<file path="src/rtl/fetch_queue_pkg.sv">
// Shared definitions for the instruction fetch queue: default geometry,
// the queue entry layout and a sizing helper for the occupancy counter.
package fetch_queue_pkg;

  localparam int unsigned   FQ_N        = 64;
  localparam int unsigned   FQ_DEPTH    = 4;
  localparam logic [63:0]   FQ_RESET_PC = 64'h0;

  // One queued fetch: the byte address it was fetched from and the word.
  typedef struct packed {
    logic [FQ_N-1:0] pc;
    logic [31:0]     word;
  } fetch_entry_t;

  // Occupancy must be able to represent DEPTH itself, hence the extra bit.
  function automatic int unsigned fq_count_width(input int unsigned depth);
    return $clog2(depth) + 1;
  endfunction

endpackage

</file>
<file path="src/rtl/fetch_fifo.sv">
// Small synchronous FIFO holding fetched entries. Head data comes straight
// from the storage array, so outputs never depend combinationally on the
// write data. Flush empties the queue at the end of the cycle.
module fetch_fifo
  import fetch_queue_pkg::*;
#(
  parameter int unsigned W     = 96,
  parameter int unsigned DEPTH = FQ_DEPTH,
  localparam int unsigned AW   = $clog2(DEPTH),
  localparam int unsigned CW   = fq_count_width(DEPTH)
) (
  input  logic          clk,
  input  logic          reset,
  input  logic          flush_i,
  input  logic          push_i,
  input  logic [W-1:0]  wdata_i,
  input  logic          pop_i,
  output logic [W-1:0]  rdata_o,
  output logic          full_o,
  output logic          empty_o,
  output logic [CW-1:0] count_o
);

  logic [W-1:0]  mem_q [DEPTH];
  logic [AW-1:0] wr_ptr_q, wr_ptr_d;
  logic [AW-1:0] rd_ptr_q, rd_ptr_d;
  logic [CW-1:0] count_q, count_d;
  logic          do_push;
  logic          do_pop;

  assign full_o  = (count_q == CW'(DEPTH));
  assign empty_o = (count_q == CW'(0));
  assign count_o = count_q;
  assign rdata_o = mem_q[rd_ptr_q];

  assign do_push = push_i && !full_o;
  assign do_pop  = pop_i && !empty_o;

  // Next pointer / occupancy; a flush overrides any push or pop.
  always_comb begin
    wr_ptr_d = wr_ptr_q;
    rd_ptr_d = rd_ptr_q;
    count_d  = count_q;
    if (flush_i) begin
      wr_ptr_d = AW'(0);
      rd_ptr_d = AW'(0);
      count_d  = CW'(0);
    end else begin
      if (do_push) begin
        wr_ptr_d = wr_ptr_q + AW'(1);
      end else begin
        wr_ptr_d = wr_ptr_q;
      end
      if (do_pop) begin
        rd_ptr_d = rd_ptr_q + AW'(1);
      end else begin
        rd_ptr_d = rd_ptr_q;
      end
      case ({do_push, do_pop})
        2'b10:   count_d = count_q + CW'(1);
        2'b01:   count_d = count_q - CW'(1);
        default: count_d = count_q;
      endcase
    end
  end

  // Pointer and occupancy registers.
  always_ff @(posedge clk) begin
    if (reset) begin
      wr_ptr_q <= AW'(0);
      rd_ptr_q <= AW'(0);
      count_q  <= CW'(0);
    end else begin
      wr_ptr_q <= wr_ptr_d;
      rd_ptr_q <= rd_ptr_d;
      count_q  <= count_d;
    end
  end

  // Entry storage; cleared on reset so the head reads as zero afterwards.
  always_ff @(posedge clk) begin
    if (reset) begin
      for (int i = 0; i < DEPTH; i++) begin
        mem_q[i] <= W'(0);
      end
    end else if (do_push && !flush_i) begin
      mem_q[wr_ptr_q] <= wdata_i;
    end
  end

endmodule

</file>
<file path="src/rtl/fetch_queue.sv">
// Instruction fetch front end: issues sequential word fetches, captures the
// one-cycle-latency memory response into a small queue and presents the
// head to decode. A redirect or reset discards everything queued or in flight.
module fetch_queue
  import fetch_queue_pkg::*;
#(
  parameter int unsigned   N        = FQ_N,
  parameter int unsigned   DEPTH    = FQ_DEPTH,
  parameter logic [N-1:0]  RESET_PC = N'(FQ_RESET_PC)
) (
  input  logic          clk,
  input  logic          reset,
  output logic          imem_req,
  output logic [N-1:0]  imem_addr,
  input  logic [31:0]   imem_rdata,
  input  logic          br_taken,
  input  logic [N-1:0]  br_target,
  output logic          instr_valid,
  input  logic          instr_ready,
  output logic [31:0]   instr,
  output logic [N-1:0]  instr_pc
);

  localparam int unsigned CW = fq_count_width(DEPTH);

  // Same layout as fetch_entry_t, sized to this instance's address width.
  typedef struct packed {
    logic [N-1:0] pc;
    logic [31:0]  word;
  } entry_t;

  logic [N-1:0]  fetch_pc_q, fetch_pc_d;
  logic          inflight_q, inflight_d;
  logic [N-1:0]  inflight_pc_q, inflight_pc_d;

  logic [CW-1:0] fifo_count;
  logic          fifo_full;
  logic          fifo_empty;
  logic [CW:0]   pending;
  logic          push;
  logic          pop;
  entry_t        push_entry;
  entry_t        head_entry;

  // Outstanding work counts both queued entries and the response in flight,
  // so a request is only made when its response is guaranteed a slot.
  assign pending  = {1'b0, fifo_count} + {{CW{1'b0}}, inflight_q};
  assign imem_req = !reset && !br_taken && (pending < (CW+1)'(DEPTH));
  assign imem_addr = fetch_pc_q;

  // A response arriving in a redirect cycle belongs to the old path.
  assign push = inflight_q && !br_taken && !fifo_full;
  assign pop  = instr_valid && instr_ready;

  assign push_entry.pc   = inflight_pc_q;
  assign push_entry.word = imem_rdata;

  assign instr_valid = !fifo_empty;
  assign instr       = head_entry.word;
  assign instr_pc    = head_entry.pc;

  // Fetch PC / in-flight tracking: redirect wins over sequential advance.
  always_comb begin
    fetch_pc_d    = fetch_pc_q;
    inflight_d    = 1'b0;
    inflight_pc_d = inflight_pc_q;
    if (br_taken) begin
      fetch_pc_d    = br_target & ~N'(3);
      inflight_d    = 1'b0;
      inflight_pc_d = inflight_pc_q;
    end else if (imem_req) begin
      fetch_pc_d    = fetch_pc_q + N'(4);
      inflight_d    = 1'b1;
      inflight_pc_d = fetch_pc_q;
    end else begin
      fetch_pc_d    = fetch_pc_q;
      inflight_d    = 1'b0;
      inflight_pc_d = inflight_pc_q;
    end
  end

  // Fetch PC and in-flight request registers.
  always_ff @(posedge clk) begin
    if (reset) begin
      fetch_pc_q    <= RESET_PC;
      inflight_q    <= 1'b0;
      inflight_pc_q <= N'(0);
    end else begin
      fetch_pc_q    <= fetch_pc_d;
      inflight_q    <= inflight_d;
      inflight_pc_q <= inflight_pc_d;
    end
  end

  fetch_fifo #(
    .W     ($bits(entry_t)),
    .DEPTH (DEPTH)
  ) u_fifo (
    .clk     (clk),
    .reset   (reset),
    .flush_i (br_taken),
    .push_i  (push),
    .wdata_i (push_entry),
    .pop_i   (pop),
    .rdata_o (head_entry),
    .full_o  (fifo_full),
    .empty_o (fifo_empty),
    .count_o (fifo_count)
  );

endmodule

</file>
<file path="config.mk">
export PLATFORM = sky130hd
export DESIGN_NAME = fetch_queue
export DESIGN_NICKNAME = d
export VERILOG_FILES = /design/src/rtl/fetch_queue_pkg.sv /design/src/rtl/fetch_fifo.sv /design/src/rtl/fetch_queue.sv
export SDC_FILE = /design/constraint.sdc
export NUM_CORES = 1
export LEC_CHECK = 0
export BUFFER_PORTS_ARGS = -buffer_cell sky130_fd_sc_hd__buf_2
export CORE_MARGIN = 2
export CORE_UTILIZATION = 40
export DETAILED_ROUTE_END_ITERATION = 6
export GPL_TIMING_DRIVEN = 1
export HOLD_SLACK_MARGIN = 0.05
export REMOVE_ABC_BUFFERS = 1
export SETUP_SLACK_MARGIN = 0.5
export SLEW_MARGIN = 20
export SYNTH_ARGS = -nofsm -noshare
export SYNTH_HDL_FRONTEND = slang
export SYNTH_SLANG_ARGS = --single-unit
</file>
<file path="constraint.sdc">
create_clock -name clk -period 10.8 [get_ports clk]
set_clock_uncertainty 0.2 [all_clocks]
set_input_delay 1.08 -clock clk [delete_from_list [all_inputs] [get_ports clk]]
set_output_delay 1.08 -clock clk [all_outputs]
set_load 0.05 [all_outputs]
</file>
==> results.json, run 1 <==
{
  "outcome": "finished clean",
  "fmax_mhz": 200,
  "yosysMostFrequentCell": "edfxtp_1",
  "grt_max_degree": 68,
  "finalSetupTns_ns": 0,
  "yosys_warnings": 0,
  "ir_drop_uv": 110,
  "fillers": 5067,
  "routabilityCongestion": 0.799,
  "p_total_w": 0.00438,
  "start_util_pct": 40.2,
  "cts-resized-gates": 0,
  "die_w_um": 239,
  "dieArea_sq_um": 57100,
  "worst_pin_slew_ns": 1.11,
  "clk_path_buf_depth": 3,
  "drc": 0,
  "cap_violations": 0,
  "ys_top_cells_by_area": "edfxtp_1 51%, dfxtp_1 12%, mux4_2 9.6%",
  "cp.required_ns": 9.52,
  "finalSetupViolations": 0,
  "cts.clk_slew.worst_paths_ns": 0.06,
  "p_leak_nw": 9.79,
  "grt_overflow": 0,
  "max_slew_margin_pct": 25.7,
  "finalWirelength_um": 62200,
  "cts_setup_buffers": 0,
  "power.density_nw_per_um2": 170,
  "drtIter0Drc": 1265,
  "pin_count": 262,
  "port_buffers": 255,
  "grt_pass1_vias": 15000,
  "rsz0062_at_grt": "no",
  "finalCritPeriodShare_pct": 46.2,
  "cts_made_buffers": 53,
  "synth_largest_area_cell": "edfxtp_1",
  "synth_cells": 1806,
  "grt_pass1_wl_um": 92500,
  "hold_buffers": 0,
  "min_path_type": "flip-flop to flip-flop",
  "drive_above_1_share_pct": 23.4,
  "yosysSeqAreaShare_pct": 63.3,
  "core_area_sq_um": 54900,
  "ys_types": 61,
  "clockRootBuffer": "clkbuf_16",
  "async_flop_share_pct": 0,
  "grt_usage_pct": 21.6,
  "antenna_found_initial": 6,
  "slew_violations": 0,
  "cts_tree": "done",
  "viasPerCell": 5.45,
  "synthesis.area_sq_um": 22100,
  "wl_per_cell_um": 22.5,
  "htreeDepth": 2,
  "netlist.area_leader.share_pct": 51.1,
  "dr.pass1.iters": 7,
  "worst-path-max-fanout": 41,
  "hold_violations": 0,
  "die_h_um": 239,
  "layout_min_cycle_time_ns": 4.99,
  "ys.flop_type": "edfxtp_1",
  "vias": 15100,
  "avgSynthCellArea_sq_um": 12.2,
  "cp-end-kind": "output port",
  "std_cell_rows": 86,
  "cts.sinks": 510,
  "ys_ff_latch": 510,
  "startpoint_type": "flip-flop",
  "clkLatencyLatePin_ns": 0.60,
  "layout.nets": 2124,
  "synthTopCellsByCount": "376 x edfxtp_1, 254 x nor2_1, 243 x nand2_1",
  "dp_hpwl_um": 37200,
  "syn_to_final_growth_pct": 16.7,
  "cp_data_arrival_time_ns": 3.71,
  "ant_nets": 0,
  "path_class": "flip-flop to output port",
  "synth_edf_count": 376
}
path summary, 6_finish.rpt:
kind | slack, ns | to | cells after the start | startpoint
max | 5.81 | instr_pc[8] | 4 | flip-flop
min | 0.25 | inflight_pc_q[29] | 2 | inflight_pc_q[29]
min reg2reg | 0.25 | inflight_pc_q[29] | 2 | inflight_pc_q[29]
max reg2reg | 7.14 | u_fifo.mem_q[0][12] | 6 | u_fifo.count_o[1]
metrics by stage:
| stage | setup slack, ns | area [sq um] | std cells | util, % | hold slack, ns |
|---|---|---|---|---|---|
| after global routing | 5.44 | 25800 | 2767 | 47.0 | 0.277 |
| after floorplan | 0.350 | 21600 | 1683 | - | 0.231 |
| after CTS | 5.63 | 25800 | 2767 | 47.0 | 0.256 |
| final | 5.81 | 25800 | 2769 | 47.0 | 0.255 |
| after detailed placement | 5.99 | 24100 | 2670 | 43.9 | 0.247 |
| after global placement | 6.01 | 24100 | 2670 | 43.9 | 0.242 |
sequential cells by signal, summed over array words and instances (netlist names), named ones only:
| register | count |
|---|---|
| u_fifo.rd_ptr_q | 2 |
| u_fifo.wr_ptr_q | 2 |
| u_fifo.count_o | 3 |
| imem_addr | 62 |
| u_fifo.mem_q | 376 |
| inflight_pc_q | 62 |
| inflight_q | 1 |
cells in the final DEF (no fill, tap or decap), types with 10 or more instances in the layout:
cell and instances:
a211oi_1 17, a21oi_1 89, a311oi_1 14, and2_1 100
and3_1 42, buf_2 254, buf_4 29, clkbuf_1 16
clkbuf_16 55, dfxtp_1 132, edfxtp_1 376, inv_1 74
mux4_2 94, nand2_1 241, nand3_1 19, nand4_1 35
nor2_1 252, nor3_1 16, nor4_1 15, o21ai_0 10
o31ai_1 13, or4_1 19, xnor2_1 15
per-layer routing:
metal / GRT usage (%) / share of wire, % / vias to the layer above
met4: 5.47 / 1.8 / 6
met1: 29.4 / 43 / 7497
met2: 35.5 / 48 / 522
li1: - / - / 6979
met3: 4.55 / 7.8 / 81
met5: 0 / 0.053 / -
where the power goes:
group          internal (W)  leakage (nW)  switching, W
Clock               0.00104         0.829      0.000750
Sequential          0.00218          5.00     0.0000506
Combinational     0.0000916          3.97      0.000274
cells by family (layout without fill, tap and decap cells):
kind of cell	Yosys count	after routing	synth area share, %
buffers and inverters	203	457	3.53
adder cells (fa/ha/maj)	3	3	0.204
AND/OR/NAND/NOR	781	781	16.8
AO/OA/AOI/OAI	183	183	5.28
XOR/XNOR	24	24	0.952
flip-flops	510	510	63.3
other	1	6	0.0170
multiplexers	101	101	9.92
critical path, stage by stage, from the launching register on:
cell and delay (ns):
dfxtp_4 0.67, buf_4 0.66, buf_4 0.80, mux4_2 0.66
buf_2 0.24
cell type report:
type                    instances  area (sq um)  share of cell area (%)
inverters                      77           289                    1.12
clock inverters                20           173                   0.670
repair buffers                283          1490                    5.78
flip-flops and latches        510         14000                    54.2
diodes                          2          5.00                  0.0194
well taps                     704           881                    3.42
multi-input cells            1096          7440                    28.9
clock buffers                  77          1520                    5.89
No activity file was read; power rests on OpenSTA's default activity.
==> run 2, diff against run 1 <==
==> constraint.sdc (replaced) <==
create_clock -name clk -period 4.4 [get_ports clk]
set_clock_uncertainty 0.2 [all_clocks]
set_input_delay 0.44 -clock clk [delete_from_list [all_inputs] [get_ports clk]]
set_output_delay 0.44 -clock clk [all_outputs]
set_load 0.05 [all_outputs]
==> results.json, run 2 (synthesized netlist as in run 1, its figures left out) <==
{
  "met1_usage_pct": 30.3,
  "crit_family": "buffers and inverters",
  "startpoint_type": "flip-flop",
  "grt_max_degree": 72,
  "cp_data_arrival_time_ns": 2.94,
  "r2r_end": "imem_addr[48]",
  "layout.nets": 2229,
  "cp.required_ns": 3.76,
  "met3_usage_pct": 4.05,
  "r2r_cells": 6,
  "min-delay-start": "instr_ready",
  "port_buffers": 255,
  "outcome": "finished clean",
  "path_cells": "a31oi_2 > nand3_4 > inv_2 > buf_2",
  "rsz0062_at_grt": "no",
  "dieArea_sq_um": 57100,
  "ant_nets": 0,
  "drtIter0Drc": 1219,
  "clk_path_buf_depth": 3,
  "viasPerCell": 5.41,
  "dp_slack_ns": 1.07,
  "cts.sinks": 510,
  "r2r_setup_slack_ns": 1.08,
  "cts.clk_slew.worst_paths_ns": 0.06,
  "finalWirelength_um": 63900,
  "finalCritPeriodShare_pct": 81.4,
  "dr.pass1.iters": 5,
  "final_common_cell": "edfxtp_1",
  "start_util_pct": 40.2,
  "p_leak_nw": 10.3,
  "setup_slack_ns": 0.820,
  "ir_drop_uv": 300,
  "power.density_nw_per_um2": 414,
  "layout_min_cycle_time_ns": 3.58,
  "cp.buffers_inverters": 2,
  "clockRootBuffer": "clkbuf_16",
  "grt_overflow": 0,
  "die_w_um": 239,
  "cp_slowest_stage_delay_ns": 0.64,
  "slew_violations": 0,
  "routabilityCongestion": 0.792,
  "fmax_mhz": 279,
  "wl_per_cell_um": 22.2,
  "hold_violations": 0,
  "drc": 0,
  "grt_pass1_vias": 15500,
  "reg2reg_from": "imem_addr[2]",
  "antenna_found_initial": 3,
  "vias": 15600,
  "largest_reg_flops": 376,
  "worst-path-max-fanout": 30,
  "holdPathStages": 4,
  "grtUsageMet2_pct": 36.5,
  "cp-end-kind": "output port",
  "top_usage_layer": "met2",
  "finalSetupTns_ns": 0,
  "path_class": "flip-flop to output port",
  "cts_tree": "done",
  "dp_hpwl_um": 38800,
  "finalSetupViolations": 0,
  "regMostFlops": "u_fifo.mem_q",
  "max_slew_margin_pct": 34.1,
  "grt_pass1_wl_um": 95200,
  "core_area_sq_um": 54900,
  "syn_to_final_growth_pct": 22.4,
  "final_util_pct": 49.3,
  "cts_setup_buffers": 0,
  "cp_slowest_cell": "inv_2",
  "htreeDepth": 2,
  "pin_count": 262,
  "drive_above_1_share_pct": 22.9,
  "grt_usage_pct": 22.2,
  "cap_violations": 0,
  "fillers": 5020,
  "die_h_um": 239,
  "std_cell_rows": 86,
  "final_cell_mix": "376 x edfxtp_1, 254 x buf_2, 252 x nor2_1",
  "cts_made_buffers": 56,
  "min_path_type": "input pin to flip-flop",
  "clkLatencyLatePin_ns": 0.61,
  "worst_pin_slew_ns": 0.989
}
run 2: metrics by stage:
| step | instance area [sq um] | hold slack (ns) | total power [W] | cells |
|---|---|---|---|---|
| 2_1_floorplan | 21600 | 0.231 | 0.00614 | 1683 |
| 3_3_place_gp | 24200 | 0.243 | 0.00647 | 2678 |
| 3_5_place_dp | 24200 | 0.248 | 0.00649 | 2678 |
| 4_1_cts | 27000 | 0.116 | 0.0113 | 2878 |
| 5_1_grt | 27000 | 0.170 | 0.0115 | 2879 |
| 6_report | 27000 | 0.149 | 0.0112 | 2879 |
run 2: worst max path at each step:
| stage | endpoint | slack [ns] | from | cells past startpoint |
|---|---|---|---|---|
| 2_1_floorplan | u_fifo.mem_q[0][0] | -5.53 | u_fifo.count_o[0] | 4 |
| 3_3_place_gp | imem_addr[59] | 1.05 | br_taken | 7 |
| 3_5_place_dp | imem_addr[59] | 1.07 | br_taken | 7 |
| 4_1_cts | imem_req | 0.81 | u_fifo.count_o[2] | 4 |
| 5_1_grt | imem_req | 0.62 | u_fifo.count_o[2] | 4 |
| 6_report | imem_req | 0.82 | u_fifo.count_o[2] | 4 |
run 2: cell type report:
cell class              count  area [sq um]  area share, %
multi-input cells        1096          7440           27.5
clock inverters            20           213          0.787
flip-flops and latches    510         14000           51.7
clock buffers              86          1650           6.10
diodes                      1          2.50        0.00925
inverters                  77           289           1.07
repair buffers            385          2590           9.58
well taps                 704           881           3.26
run 2: repair_timing:
action	4_1_cts	5_1_grt
gates resized for setup	0	0
hold endpoints to repair	94	0
hold buffers	94	0
run 2: routing by layer:
metal	up-vias	share of wire, %
met3	90	6.6
li1	7188	-
met1	7765	44
met4	2	2.3
met2	516	47
met5	-	0.020
run 2: where the power goes:
group	total (W)	internal, W	switching (W)
clock network	0.00474	0.00281	0.00193
registers	0.00546	0.00534	0.000122
logic	0.000983	0.000291	0.000692
total	0.0112	0.00845	0.00274
run 2: worst min-delay path: stages:
cell,delay (ns)
buf_2,0.07
and2_1,0.21
xnor2_1,0.11
nor2_1,0.08
==> run 3, diff against run 2 <==
==> constraint.sdc (replaced) <==
create_clock -name clk -period 3.65 [get_ports clk]
set_clock_uncertainty 0.2 [all_clocks]
set_input_delay 0.365 -clock clk [delete_from_list [all_inputs] [get_ports clk]]
set_output_delay 0.365 -clock clk [all_outputs]
set_load 0.05 [all_outputs]
==> results.json, run 3 (synthesized netlist as in run 1, its figures left out) <==
{
  "slew_violations": 0,
  "layout.nets": 2243,
  "setup_slack_ns": 0.632,
  "p_sw_w": 0.00329,
  "finalHoldWorstSlack_ns": 0.119,
  "cts_tree": "done",
  "clk_path_buf_depth": 3,
  "dp_slack_ns": 0.592,
  "drtIter0Drc": 1197,
  "finalSetupViolations": 0,
  "grt_pass1_wl_um": 95700,
  "start_util_pct": 40.2,
  "p_int_w": 0.00979,
  "layout_min_cycle_time_ns": 3.02,
  "worst-path-max-fanout": 9,
  "drive_above_1_share_pct": 23.4,
  "fmax_mhz": 331,
  "grt_max_degree": 126,
  "p_comb_share_pct": 9.2,
  "final_common_cell": "edfxtp_1",
  "die_h_um": 239,
  "cp_data_arrival_time_ns": 3.32,
  "viasPerCell": 5.42,
  "regMostFlops": "u_fifo.mem_q",
  "path_class": "flip-flop to flip-flop",
  "cp_slowest_cell": "or4_1",
  "pwr-share-clk_pct": 40.5,
  "hold_violations": 0,
  "wl_per_cell_um": 22.1,
  "drc": 0,
  "cp.buffers_inverters": 0,
  "min_path_type": "input pin to flip-flop",
  "routabilityCongestion": 0.806,
  "dieArea_sq_um": 57100,
  "htreeDepth": 2,
  "port_buffers": 255,
  "clkLatencyLatePin_ns": 0.61,
  "die_w_um": 239,
  "pwr-share-seq_pct": 50.2,
  "final_cell_mix": "376 x edfxtp_1, 254 x buf_2, 252 x nor2_1",
  "vias": 15700,
  "grt_overflow": 0,
  "largest_reg_flops": 376,
  "dp_hpwl_um": 39500,
  "clockRootBuffer": "clkbuf_16",
  "ir_drop_uv": 366,
  "rsz0062_at_grt": "no",
  "cap_violations": 0,
  "worst_pin_slew_ns": 0.741,
  "grt_usage_pct": 22.3,
  "max_slew_margin_pct": 50.6,
  "startpoint_type": "flip-flop",
  "dr.pass1.iters": 5,
  "finalCritPeriodShare_pct": 82.7,
  "ant_nets": 0,
  "antenna_found_initial": 3,
  "cp-end-kind": "flip-flop",
  "cts_made_buffers": 54,
  "cts.clk_slew.worst_paths_ns": 0.06,
  "core_area_sq_um": 54900,
  "cp_slowest_stage_delay_ns": 0.79,
  "crit_family": "simple AND/OR/NAND/NOR gates",
  "power.density_nw_per_um2": 483,
  "grt_pass1_vias": 15400,
  "finalWirelength_um": 63800,
  "cts.sinks": 510,
  "pin_count": 262,
  "path_cells": "nand4_1 > or4_1 > nor4_4 > a2111oi_0 > a311o_1",
  "p_sw_share_pct": 25.2,
  "std_cell_rows": 86,
  "cp.required_ns": 3.95,
  "p_leak_nw": 10.4,
  "outcome": "finished clean",
  "syn_to_final_growth_pct": 22.6
}
run 3: cell count changes in the layout (fill, tap and decap cells not counted), moves of 4 or more:
cell and change:
buf_4 +11, clkbuf_1 -4, clkbuf_16 -6, clkbuf_8 +4
run 3: worst reg2reg max path: cells and delay by family (launching register included):
family | cells | cell delay (ns)
AND/OR/NAND/NOR | 3 | 1.69
AO/OA/AOI/OAI | 2 | 0.56
flip-flops | 1 | 0.47
run 3: repair_timing:
item                                    in CTS  in global routing
pin swaps                                    0                  0
hold buffers                                95                  0
endpoints found under the setup margin       4                  4
buffers inserted                             1                  2
endpoints found under the hold margin      166                  0
resized for setup                            1                  1
run 3: layer usage:
layer  vias up  track usage [%]  wire (um)
met2       567             37.1      30900
met4         2             5.83       1540
li1       7221                -          -
met3        94             4.67       5030
met1      7790             29.8      26400
met5         -                0         11
run 3: area by class of cell:
type | count | area [sq um]
Clock inverter | 22 | 166
Clock buffer | 80 | 1540
Timing Repair Buffer | 401 | 2770
Fill cell | 4898 | 27800
Sequential cell | 510 | 14000
Tap cell | 704 | 881
Multi-Input combinational cell | 1096 | 7440
Inverter | 77 | 292
Antenna cell | 3 | 7.51
run 3: path summary, 6_finish.rpt:
kind | from | slack (ns) | endpoint | cells past startpoint
min reg2reg | inflight_pc_q[21] | 0.26 | inflight_pc_q[21] | 2
max | imem_addr[33] | 0.63 | imem_addr[63] | 5
max reg2reg | imem_addr[33] | 0.63 | imem_addr[63] | 5
min | reset | 0.12 | imem_addr[4] | 3
run 3: through the flow:
step	TNS (ns)	instance area, sq um	std cells	util (%)	power (W)
floorplan	-2332.33	21600	1683	-	0.00740
global placement	0	24400	2690	44.4	0.00781
detailed placement	0	24400	2690	44.4	0.00783
CTS	0	27000	2888	49.3	0.0132
global route	0	27100	2891	49.3	0.0135
finish	0	27100	2893	49.3	0.0131
run 3: power groups by stage:
| stage | clock network, W | registers [W] | logic [W] |
|---|---|---|---|
| CTS | 0.00543 | 0.00658 | 0.00122 |
| floorplan | 0 | 0.00686 | 0.000541 |
| detailed placement | 0 | 0.00670 | 0.00113 |
| global route | 0.00564 | 0.00660 | 0.00127 |
| finish | 0.00531 | 0.00658 | 0.00121 |
| global placement | 0 | 0.00668 | 0.00113 |
